`config.mk`:
```
export PLATFORM = sky130hd
export DESIGN_NAME = multicycle_ctrl_flat
export DESIGN_NICKNAME = d
export VERILOG_FILES = /design/src/rtl/multicycle_ctrl_pkg.sv /design/src/rtl/multicycle_ctrl_if.sv /design/src/rtl/multicycle_ctrl_decode.sv /design/src/rtl/multicycle_ctrl.sv /design/src/flat_wrapper.sv
export SDC_FILE = /design/constraint.sdc
export NUM_CORES = 1
export LEC_CHECK = 0
export BUFFER_PORTS_ARGS = -buffer_cell sky130_fd_sc_hd__buf_2
export CAP_MARGIN = 20
export CELL_PAD_IN_SITES_DETAIL_PLACEMENT = 1
export CELL_PAD_IN_SITES_GLOBAL_PLACEMENT = 1
export CORE_MARGIN = 2
export CORE_UTILIZATION = 34
export DETAILED_ROUTE_END_ITERATION = 8
export GPL_TIMING_DRIVEN = 0
export PLACE_DENSITY = 0.75
export SLEW_MARGIN = 40
export SYNTH_ARGS = -nofsm -noshare
export SYNTH_HDL_FRONTEND = slang
export SYNTH_SLANG_ARGS = --single-unit
export TNS_END_PERCENT = 10
```
`constraint.sdc`:
```
create_clock -name clk -period 3 [get_ports clk]
set_clock_uncertainty 0.15 [all_clocks]
set_input_delay 0.3 -clock clk [delete_from_list [all_inputs] [get_ports clk]]
set_output_delay 0.3 -clock clk [all_outputs]
set_load 0.1 [all_outputs]
```
`src/rtl/multicycle_ctrl_pkg.sv`:
```
// Shared encodings for the multi-cycle MIPS control FSM: states, opcode/funct
// constants, datapath select encodings and instruction-class indices.
package mips_ctrl_pkg;

    typedef enum logic [2:0] {
        S_FETCH  = 3'd0,
        S_DECODE = 3'd1,
        S_EXEC   = 3'd2,
        S_MEM    = 3'd3,
        S_WB     = 3'd4,
        S_HALT   = 3'd5
    } state_t;

    localparam logic [5:0] OP_RTYPE = 6'h00;
    localparam logic [5:0] OP_BGEZ  = 6'h01;
    localparam logic [5:0] OP_J     = 6'h02;
    localparam logic [5:0] OP_JAL   = 6'h03;
    localparam logic [5:0] OP_BEQ   = 6'h04;
    localparam logic [5:0] OP_ORI   = 6'h0D;
    localparam logic [5:0] OP_LUI   = 6'h0F;
    localparam logic [5:0] OP_LW    = 6'h23;
    localparam logic [5:0] OP_SW    = 6'h2B;

    localparam logic [5:0] FN_JR    = 6'h08;
    localparam logic [5:0] FN_ADDU  = 6'h21;
    localparam logic [5:0] FN_SUBU  = 6'h23;

    localparam logic [2:0] ALU_ADD   = 3'b000;
    localparam logic [2:0] ALU_SUB   = 3'b001;
    localparam logic [2:0] ALU_OR    = 3'b010;
    localparam logic [2:0] ALU_PASSB = 3'b011;

    localparam logic [1:0] RD_RT = 2'b00;
    localparam logic [1:0] RD_RD = 2'b01;
    localparam logic [1:0] RD_RA = 2'b10;

    localparam logic [1:0] M2R_ALU = 2'b00;
    localparam logic [1:0] M2R_DM  = 2'b01;
    localparam logic [1:0] M2R_PC4 = 2'b10;

    localparam logic [1:0] SG_ZERO  = 2'b00;
    localparam logic [1:0] SG_SIGN  = 2'b01;
    localparam logic [1:0] SG_UPPER = 2'b10;

    // Bit positions of the one-hot instruction class vector
    localparam int C_ADDU = 0;
    localparam int C_SUBU = 1;
    localparam int C_JR   = 2;
    localparam int C_ORI  = 3;
    localparam int C_LUI  = 4;
    localparam int C_LW   = 5;
    localparam int C_SW   = 6;
    localparam int C_BEQ  = 7;
    localparam int C_BGEZ = 8;
    localparam int C_J    = 9;
    localparam int C_JAL  = 10;
    localparam int C_ILL  = 11;
    localparam int NCLS   = 12;

    typedef logic [NCLS-1:0] cls_t;

endpackage

```
`src/rtl/multicycle_ctrl_if.sv`:
```
// Control bus between the multi-cycle FSM (master) and the datapath (slave).
interface multicycle_ctrl_if #(parameter int CNT_W = 32);
    logic [5:0]       Option;
    logic [5:0]       Function;
    logic [1:0]       Regdst;
    logic             Branch0;
    logic             Branch1;
    logic             Branch2;
    logic             Branch3;
    logic             MemRead;
    logic [1:0]       MemtoReg;
    logic [2:0]       ALUOp;
    logic             MemWrite;
    logic             ALUSrc;
    logic             Regwrite;
    logic [1:0]       Sign;
    logic             pc_we;
    logic             ir_we;
    logic [2:0]       state;
    logic             retire;
    logic [CNT_W-1:0] retire_cnt;
    logic             illegal;

    modport master (
        input  Option, Function,
        output Regdst, Branch0, Branch1, Branch2, Branch3, MemRead, MemtoReg,
               ALUOp, MemWrite, ALUSrc, Regwrite, Sign, pc_we, ir_we, state,
               retire, retire_cnt, illegal
    );

    modport slave (
        output Option, Function,
        input  Regdst, Branch0, Branch1, Branch2, Branch3, MemRead, MemtoReg,
               ALUOp, MemWrite, ALUSrc, Regwrite, Sign, pc_we, ir_we, state,
               retire, retire_cnt, illegal
    );
endinterface

```
`src/rtl/multicycle_ctrl_decode.sv`:
```
// ctrl_decode: latched opcode/funct -> one-hot instruction class; anything
// unrecognised lands in C_ILL.
module ctrl_decode
    import mips_ctrl_pkg::*;
(
    input  logic [5:0] op,
    input  logic [5:0] funct,
    output cls_t       cls
);
    always_comb begin
        cls = '0;
        case (op)
            OP_RTYPE: begin
                case (funct)
                    FN_ADDU: cls[C_ADDU] = 1'b1;
                    FN_SUBU: cls[C_SUBU] = 1'b1;
                    FN_JR:   cls[C_JR]   = 1'b1;
                    default: cls[C_ILL]  = 1'b1;
                endcase
            end
            OP_ORI:  cls[C_ORI]  = 1'b1;
            OP_LUI:  cls[C_LUI]  = 1'b1;
            OP_LW:   cls[C_LW]   = 1'b1;
            OP_SW:   cls[C_SW]   = 1'b1;
            OP_BEQ:  cls[C_BEQ]  = 1'b1;
            OP_BGEZ: cls[C_BGEZ] = 1'b1;
            OP_J:    cls[C_J]    = 1'b1;
            OP_JAL:  cls[C_JAL]  = 1'b1;
            default: cls[C_ILL]  = 1'b1;
        endcase
    end
endmodule

```
`src/rtl/multicycle_ctrl.sv`:
```
// Multi-cycle MIPS control FSM with retired-instruction counter.
// MULTICYCLE_CTRL_ILLEGAL_TRAP_EN: illegal instructions park the FSM in HALT.
module multicycle_ctrl
    import mips_ctrl_pkg::*;
#(
    parameter int CNT_W = 32
) (
    input  logic                clk,
    input  logic                reset,
    multicycle_ctrl_if.master   bus
);
    state_t           state_q, state_d;
    logic [5:0]       op_q, op_d, fn_q, fn_d;
    logic [CNT_W-1:0] cnt_q, cnt_d;
    cls_t             cls;
    logic             commit, regwr, memwr;
    logic [2:0]       alu_op;
    logic             alu_src;
    logic [1:0]       alu_sign;

    ctrl_decode u_decode (.op(op_q), .funct(fn_q), .cls(cls));

    // ALU controls chosen in EXEC and held through MEM/WB
    always_comb begin
        alu_op   = ALU_ADD;
        alu_src  = 1'b0;
        alu_sign = SG_ZERO;
        if (cls[C_SUBU]) alu_op = ALU_SUB;
        if (cls[C_ORI]) begin
            alu_op  = ALU_OR;
            alu_src = 1'b1;
        end
        if (cls[C_LUI]) begin
            alu_op   = ALU_PASSB;
            alu_src  = 1'b1;
            alu_sign = SG_UPPER;
        end
        if (cls[C_LW] || cls[C_SW]) begin
            alu_src  = 1'b1;
            alu_sign = SG_SIGN;
        end
        if (cls[C_BEQ]) begin
            alu_op   = ALU_SUB;
            alu_sign = SG_SIGN;
        end
        if (cls[C_BGEZ]) alu_sign = SG_SIGN;
    end

    always_comb begin
        state_d      = state_q;
        op_d         = op_q;
        fn_d         = fn_q;
        commit       = 1'b0;
        regwr        = 1'b0;
        memwr        = 1'b0;
        bus.Regdst   = RD_RT;
        bus.Branch0  = 1'b0;
        bus.Branch1  = 1'b0;
        bus.Branch2  = 1'b0;
        bus.Branch3  = 1'b0;
        bus.MemRead  = 1'b0;
        bus.MemtoReg = M2R_ALU;
        bus.ALUOp    = ALU_ADD;
        bus.ALUSrc   = 1'b0;
        bus.Sign     = SG_ZERO;
        bus.ir_we    = 1'b0;
        bus.illegal  = 1'b0;
        case (state_q)
            S_FETCH: begin
                bus.ir_we = 1'b1;
                state_d   = S_DECODE;
            end
            S_DECODE: begin
                op_d    = bus.Option;
                fn_d    = bus.Function;
                state_d = S_EXEC;
            end
            S_EXEC: begin
                bus.ALUOp  = alu_op;
                bus.ALUSrc = alu_src;
                bus.Sign   = alu_sign;
                bus.Branch0 = cls[C_BEQ];
                bus.Branch1 = cls[C_J] | cls[C_JAL];
                bus.Branch2 = cls[C_JR];
                bus.Branch3 = cls[C_BGEZ];
                if (cls[C_JAL]) begin
                    bus.Regdst   = RD_RA;
                    bus.MemtoReg = M2R_PC4;
                    regwr        = 1'b1;
                end
                if (cls[C_ADDU] || cls[C_SUBU] || cls[C_ORI] || cls[C_LUI]) begin
                    state_d = S_WB;
                end else if (cls[C_LW] || cls[C_SW]) begin
                    state_d = S_MEM;
                end else if (cls[C_ILL]) begin
                    bus.illegal = 1'b1;
`ifdef MULTICYCLE_CTRL_ILLEGAL_TRAP_EN
                    state_d = S_HALT;
`else
                    commit  = 1'b1;
                    state_d = S_FETCH;
`endif
                end else begin
                    commit  = 1'b1;
                    state_d = S_FETCH;
                end
            end
            S_MEM: begin
                bus.ALUOp  = alu_op;
                bus.ALUSrc = alu_src;
                bus.Sign   = alu_sign;
                if (cls[C_LW]) begin
                    bus.MemRead = 1'b1;
                    state_d     = S_WB;
                end else begin
                    memwr   = 1'b1;
                    commit  = 1'b1;
                    state_d = S_FETCH;
                end
            end
            S_WB: begin
                bus.ALUOp  = alu_op;
                bus.ALUSrc = alu_src;
                bus.Sign   = alu_sign;
                bus.Regdst = (cls[C_ADDU] || cls[C_SUBU]) ? RD_RD : RD_RT;
                if (cls[C_LW]) begin
                    bus.MemtoReg = M2R_DM;
                    bus.MemRead  = 1'b1;
                end
                regwr   = 1'b1;
                commit  = 1'b1;
                state_d = S_FETCH;
            end
            S_HALT: bus.illegal = 1'b1;
            default: state_d = S_FETCH;
        endcase
        // A cycle spent in reset must not commit or write: this aborts the instruction
        bus.pc_we    = commit & reset;
        bus.retire   = commit & reset;
        bus.Regwrite = regwr & reset;
        bus.MemWrite = memwr & reset;
        cnt_d        = cnt_q + {{(CNT_W-1){1'b0}}, bus.retire};
    end

    always_ff @(posedge clk) begin
        if (!reset) begin
            state_q <= S_FETCH;
            op_q    <= '0;
            fn_q    <= '0;
            cnt_q   <= '0;
        end else begin
            state_q <= state_d;
            op_q    <= op_d;
            fn_q    <= fn_d;
            cnt_q   <= cnt_d;
        end
    end

    assign bus.state      = state_q;
    assign bus.retire_cnt = cnt_q;
endmodule

```
`src/flat_wrapper.sv`:
```
// flat-port wrapper written by rule: the top's interface ports become plain ports
module multicycle_ctrl_flat import mips_ctrl_pkg::*;
#(
    parameter int CNT_W = 32
)
  (clk, reset, bus_Option, bus_Function, bus_Regdst, bus_Branch0, bus_Branch1, bus_Branch2, bus_Branch3, bus_MemRead, bus_MemtoReg, bus_ALUOp, bus_MemWrite, bus_ALUSrc, bus_Regwrite, bus_Sign, bus_pc_we, bus_ir_we, bus_state, bus_retire, bus_retire_cnt, bus_illegal);
  multicycle_ctrl_if #(.CNT_W(CNT_W)) bus_i ();
  input  logic clk;
  input  logic reset;
  input wire logic [$bits(bus_i.Option)-1:0] bus_Option;
  input wire logic [$bits(bus_i.Function)-1:0] bus_Function;
  output wire logic [$bits(bus_i.Regdst)-1:0] bus_Regdst;
  output wire logic [$bits(bus_i.Branch0)-1:0] bus_Branch0;
  output wire logic [$bits(bus_i.Branch1)-1:0] bus_Branch1;
  output wire logic [$bits(bus_i.Branch2)-1:0] bus_Branch2;
  output wire logic [$bits(bus_i.Branch3)-1:0] bus_Branch3;
  output wire logic [$bits(bus_i.MemRead)-1:0] bus_MemRead;
  output wire logic [$bits(bus_i.MemtoReg)-1:0] bus_MemtoReg;
  output wire logic [$bits(bus_i.ALUOp)-1:0] bus_ALUOp;
  output wire logic [$bits(bus_i.MemWrite)-1:0] bus_MemWrite;
  output wire logic [$bits(bus_i.ALUSrc)-1:0] bus_ALUSrc;
  output wire logic [$bits(bus_i.Regwrite)-1:0] bus_Regwrite;
  output wire logic [$bits(bus_i.Sign)-1:0] bus_Sign;
  output wire logic [$bits(bus_i.pc_we)-1:0] bus_pc_we;
  output wire logic [$bits(bus_i.ir_we)-1:0] bus_ir_we;
  output wire logic [$bits(bus_i.state)-1:0] bus_state;
  output wire logic [$bits(bus_i.retire)-1:0] bus_retire;
  output wire logic [$bits(bus_i.retire_cnt)-1:0] bus_retire_cnt;
  output wire logic [$bits(bus_i.illegal)-1:0] bus_illegal;
  assign bus_i.Option = bus_Option;
  assign bus_i.Function = bus_Function;
  assign bus_Regdst = bus_i.Regdst;
  assign bus_Branch0 = bus_i.Branch0;
  assign bus_Branch1 = bus_i.Branch1;
  assign bus_Branch2 = bus_i.Branch2;
  assign bus_Branch3 = bus_i.Branch3;
  assign bus_MemRead = bus_i.MemRead;
  assign bus_MemtoReg = bus_i.MemtoReg;
  assign bus_ALUOp = bus_i.ALUOp;
  assign bus_MemWrite = bus_i.MemWrite;
  assign bus_ALUSrc = bus_i.ALUSrc;
  assign bus_Regwrite = bus_i.Regwrite;
  assign bus_Sign = bus_i.Sign;
  assign bus_pc_we = bus_i.pc_we;
  assign bus_ir_we = bus_i.ir_we;
  assign bus_state = bus_i.state;
  assign bus_retire = bus_i.retire;
  assign bus_retire_cnt = bus_i.retire_cnt;
  assign bus_illegal = bus_i.illegal;
  multicycle_ctrl #(.CNT_W(CNT_W)) u_core (.clk(clk), .reset(reset), .bus(bus_i));
endmodule
```
# After elaboration in Yosys (flattened, before gate mapping)
# Index checks and enable logic that the tools add are counted.
[word_totals]
regBits = 47
out_inout_bits = 56
elab_cells = 90
[op_classes]
n_addsub = 1
eq_ne = 16
muxes = 55
bitwise_logic = 4
reduce_logical = 10
[op_table]
columns = ["cell", "n"]
rows = [
  ["1-bit two-way mux", 34],
  ["32-bit by 1-bit adder with 32-bit output", 1],
  ["6-bit == test, second input constant", 4],
  ["2-bit two-way mux", 11],
  ["6-bit by 4-bit == test with 1-bit output, second input constant", 3],
  ["3-bit one-hot mux with 5 select lines", 1],
  ["6-bit by 2-bit == test with 1-bit output, second input constant", 2],
  ["3-bit two-way mux", 3],
  ["2-bit one-hot mux with 2 select lines", 2],
  ["8-bit OR reduction", 1],
  ["3-bit by 2-bit == test with 1-bit output, second input constant", 2],
  ["3-bit == test, second input constant", 2],
  ["6-bit by 1-bit == test with 1-bit output, second input constant", 1],
  ["6-bit by 3-bit == test with 1-bit output, second input constant", 1],
  ["6-bit logical NOT", 1],
  ["1-bit one-hot mux with 2 select lines", 3],
  ["3-bit OR reduction", 2],
  ["1-bit logical OR", 4],
  ["1-bit bitwise AND", 3],
  ["3-bit by 1-bit == test with 1-bit output, second input constant", 1],
  ["3-bit logical NOT", 1],
  ["1-bit one-hot mux with 3 select lines", 1],
  ["2-bit OR reduction", 1],
  ["1-bit OR", 1],
]

# Logic depth before layout (Yosys ltp)
[depth]
ltp_word = 10
mapped_depth = 12

# Modules after synthesis
# Synthesis repeated with hierarchy kept, for this count alone.
[unflattened]
cells_unflattened = 301
area_unflattened_um2 = 2419.8
[modules_own_cells]
columns = ["mod", "instances", "cells_per_inst", "area_per_inst_um2"]
rows = [
  ["multicycle_ctrl", 1, 271, 2234.6],
  ["ctrl_decode", 1, 30, 185.2],
]

# Least setup slack after synthesis
# OpenSTA, ideal clock, no wires.
[synth_timing]
kind = "reg2reg"
from = "reg u_core.state_q[1] (netlist: u_core.bus.state[1])"
to = "reg u_core.cnt_q[22] (netlist: u_core.bus.retire_cnt[22])"
setup_time_ns = 0.072
t_arrival_ns = 4.246
required_time_ns = 2.778
path_slack_ns = -1.467
stages_incl_launch_ff = 12
path_buffers = 1
period_less_slack_ns = 4.467
path_cell_list = "dfxtp_1 > nor2b_1 > nand2b_1 > nor3_1 > o31a_1 > ha_1 > ha_1 > and3_1 > nand3_1 > buf_6 > nor4_1 > mux2i_1"
[synth_between]
elab_chain_cells = 4
[synth_rtl]
columns = ["item", "line", "text"]
rows = [
  ["from (decl)", "multicycle_ctrl.sv:12", "state_t state_q, state_d;"],
  ["from (signal assigned)", "multicycle_ctrl.sv:152", "state_q <= state_d;"],
  ["3-bit == test or 3-bit by 2-bit == test with 1-bit output (tied branches)", "multicycle_ctrl.sv:68", "case (state_q)"],
  ["1-bit one-hot mux with 3 select lines (*)", "multicycle_ctrl.sv:68", ""],
  ["1-bit bitwise AND (*)", "-", ""],
  ["named net bus_pc_we", "flat_wrapper.sv:24", "output wire logic [$bits(bus_i.pc_we)-1:0] bus_pc_we;"],
  ["32-bit by 1-bit adder with 32-bit output (*)", "multicycle_ctrl.sv:142", "cnt_d = cnt_q + {{(CNT_W-1){1'b0}}, bus.retire};"],
  ["to (signal assigned)", "multicycle_ctrl.sv:155", "cnt_q <= cnt_d;"],
  ["to (decl)", "multicycle_ctrl.sv:14", "logic [CNT_W-1:0] cnt_q, cnt_d;"],
]
# The timed path passes the listed nets; every way through them passes the cells marked *.
# A chain may end at the register's enable or synchronous reset.

# Worst setup path after layout
[layout_timing]
from = "reg u_core.op_q[4]"
to = "reg u_core.cnt_q[22] (netlist: u_core.bus.retire_cnt[22])"
[layout_between]
elab_chain_cells = 9
[layout_rtl]
columns = ["item", "line", "text"]
rows = [
  ["from (decl)", "multicycle_ctrl.sv:13", "logic [5:0] op_q, op_d, fn_q, fn_d;"],
  ["from (signal assigned)", "multicycle_ctrl.sv:153", "op_q <= op_d;"],
  ["6-bit logical NOT", "multicycle_ctrl_decode.sv:12", "case (op)"],
  ["3-bit two-way mux", "multicycle_ctrl_decode.sv:12", ""],
  ["1-bit logical OR (3 in series)", "multicycle_ctrl.sv:91", "if (cls[C_ADDU] || cls[C_SUBU] || cls[C_ORI] || cls[C_LUI]) begin"],
  ["1-bit two-way mux", "multicycle_ctrl.sv:91", ""],
  ["1-bit one-hot mux with 3 select lines (*)", "multicycle_ctrl.sv:68", ""],
  ["1-bit bitwise AND (*)", "multicycle_ctrl.sv:139", "bus.retire = commit & reset;"],
  ["32-bit by 1-bit adder with 32-bit output (*)", "multicycle_ctrl.sv:142", ""],
]
# Every way passes the cells marked *; elsewhere a longest branch is shown, timed or not.

==> impl_metrics.ini <==
[floorplanning]
start_util = 0.351
die_y_um = 87.8
core_area_um2 = 6790
die-area_um2 = 7700
die_w_um = 87.8
num_rows = 30
num_io_pins = 70

[yosys]
synth_cells = 279
yosys.area.top_type = dfxtp_1
synth_top_area_share = 0.395
async_flop_share = 0
syn-num-nets = 295
synth_ff_type = dfxtp_1
ys_seq_elements = 47
synth-edff-count = 0
synth.distinct_cells = 41
yosysSeqAreaShare = 0.395
syn_area_per_cell_um2 = 8.55
syn_area_um2 = 2380
synthTopCellsByArea = dfxtp_1, mux2i_1, nor2_1
yosysWarnings = 0

[pwr]
powerDensity_nw_per_um2 = 409
switching_share = 0.310
p_leak_uw = 0.00122
combPwrFrac = 0.147
seqPwrFrac = 0.524
p_clk_frac = 0.329
vdd_drop_max_mv = 0.247
power_switching_uw = 389
power_uw = 1250
p_int_uw = 865

[routing]
wirelength_um = 6730
drt-pass1-iter-count = 4
post_drt_wl_per_cell_um = 15.0
drc = 0
via_count = 2359
drtIter0Drc = 82
ant_nets = 0
vias_per_cell = 5.25

[run]
maxCapViolCount = 0

[setup_path]
cp-end-kind = register
crit_fanout = 17
critPathKind = reg -> reg
required_ps = 3040
critPathArrivalTime_ps = 2940
worstSetupStartpointType = register
reg2reg_depth = 10

[grt]
grt_max_degree = 18
grt_remaining_overflow = 0
grt_pass1_wl_um = 10900
grt_util_all_layers = 0.181
grt_pass1_vias = 2183
antenna_found_initial = 0

[finish]
design_area_um2 = 3070
final_nets = 368
antennaDiodeCount = 0
finalNonFillerCells = 449
drive_gt1_frac = 0.343
final_common_cell = buf_2
area_growth_pct = 28.5
layout_common_cells = buf_2, dfxtp_1, nor2_1

[cts]
insertion_delay_ps = 310
cts_tree = built
postCtsHoldBufs = 0
path_clk_slew_ps = 100
clock_sinks = 47
root_buffer = clkbuf_8
cts_buffers = 5
cts_max_level = 2
clk_path_buf_depth = 2

[sta]
min_period_ps = 2900
drv_slew = 0
timing.fmax_ghz = 0.345
worstMarginPinSlew_ps = 579
fin_crit_sh = 0.967
slew_headroom = 0.613
rsz0062_at_grt = yes
setup_ws_ps = 99.3
finalHoldViolations = 0
tns_ps = 0
setup_viol = 0

[min_path]
hold_class = in -> reg
holdPathStages = 3

[place]
gp_congestion = 0.803
post-place-ws_ps = -517
io_buffers = 68
place.detailed.hpwl_um = 5120
dpl_cell_area_um2 = 2930
dp_cells = 443

[run_status]
status = completed
## per-layer routing
metal | GRT usage | wire length, µm | vias to the layer above | share of wire
li1 | - | - | 1162 | -
met1 | 0.254 | 3250 | 1152 | 0.48
met2 | 0.284 | 3160 | 40 | 0.47
met3 | 0.0349 | 261 | 5 | 0.039
met4 | 0.0462 | 63 | 0 | 0.0094
met5 | 0 | 0 | - | 0
## cell usage after synthesis, types with 9 or more instances
| master | instances |
|---|---|
| mux2i_1 | 14 |
| a21oi_1 | 21 |
| o31ai_1 | 13 |
| dfxtp_1 | 47 |
| clkbuf_1 | 9 |
| nand2_1 | 12 |
| xor2_1 | 11 |
| or4_1 | 16 |
| nor2_1 | 37 |
| nand3_1 | 11 |
| nand4_1 | 11 |
## final timing paths
check | startpoint | endpoint | slack, ps
max reg2reg | u_core.op_q[4] | u_core.bus.retire_cnt[22] | 100
min | bus_Function[2] | u_core.fn_q[2] | 70
min reg2reg | u_core.bus.retire_cnt[31] | u_core.bus.retire_cnt[31] | 340
max | u_core.op_q[4] | u_core.bus.retire_cnt[22] | 100
## registers in the layout (all words and copies together) (netlist names)
register / cells
u_core.bus.retire_cnt: 32
u_core.fn_q: 6
u_core.op_q: 6
u_core.bus.state: 3
## through the flow
stage          utilization  hold WS [ps]
6_report             0.451          72.5
5_1_grt              0.451          77.5
4_1_cts              0.448          68.8
3_5_place_dp         0.431           329
3_3_place_gp         0.431           312
2_1_floorplan            -           297
## what timing repair did
item / CTS / global route
setup endpoints to repair: 22 / 18
setup buffers: 0 / 1
pin swaps: 1 / 4
gates resized for setup: 10 / 8
## area by class of cell
class,instances,area (µm²)
Fill cell,853,3730
Clock inverter,3,26.3
Clock buffer,5,68.8
Sequential cell,47,961
Tap cell,96,120
Multi-Input combinational cell,208,1420
Timing Repair Buffer,69,348
Inverter,5,18.8
Buffer,16,98.8
## logic make-up after synthesis
logic type / Yosys count / synth area share
adders and majority gates: 2 / 0.0105
AOI/OAI and AO/OA: 46 / 0.122
other: 1 / 0.00157
muxes: 14 / 0.0588
xor gates and xnor gates: 12 / 0.0441
and+or+nand+nor: 133 / 0.312
buffers and inverters: 24 / 0.0567
DFF: 47 / 0.395
## worst max-delay path, stage by stage, from the launching register on
cell and delay (ps):
dfxtp_2 350, or4_4 590, nor4_4 310, nor3_2 100, o31a_4 310, ha_4 190, ha_2 210, and3_4 180
nand3_4 150, nor4_1 100, mux2i_1 140
## power by group through the flow
stage                     Sequential [µW]  Clock, µW  Combinational (µW)
after floorplan                       685          0                 126
after global placement                666          0                 181
after detailed placement              666          0                 184
after CTS                             655        427                 184
after global routing                  659        451                 198
final                                 656        413                 184
(Power assumes the default switching activity.)
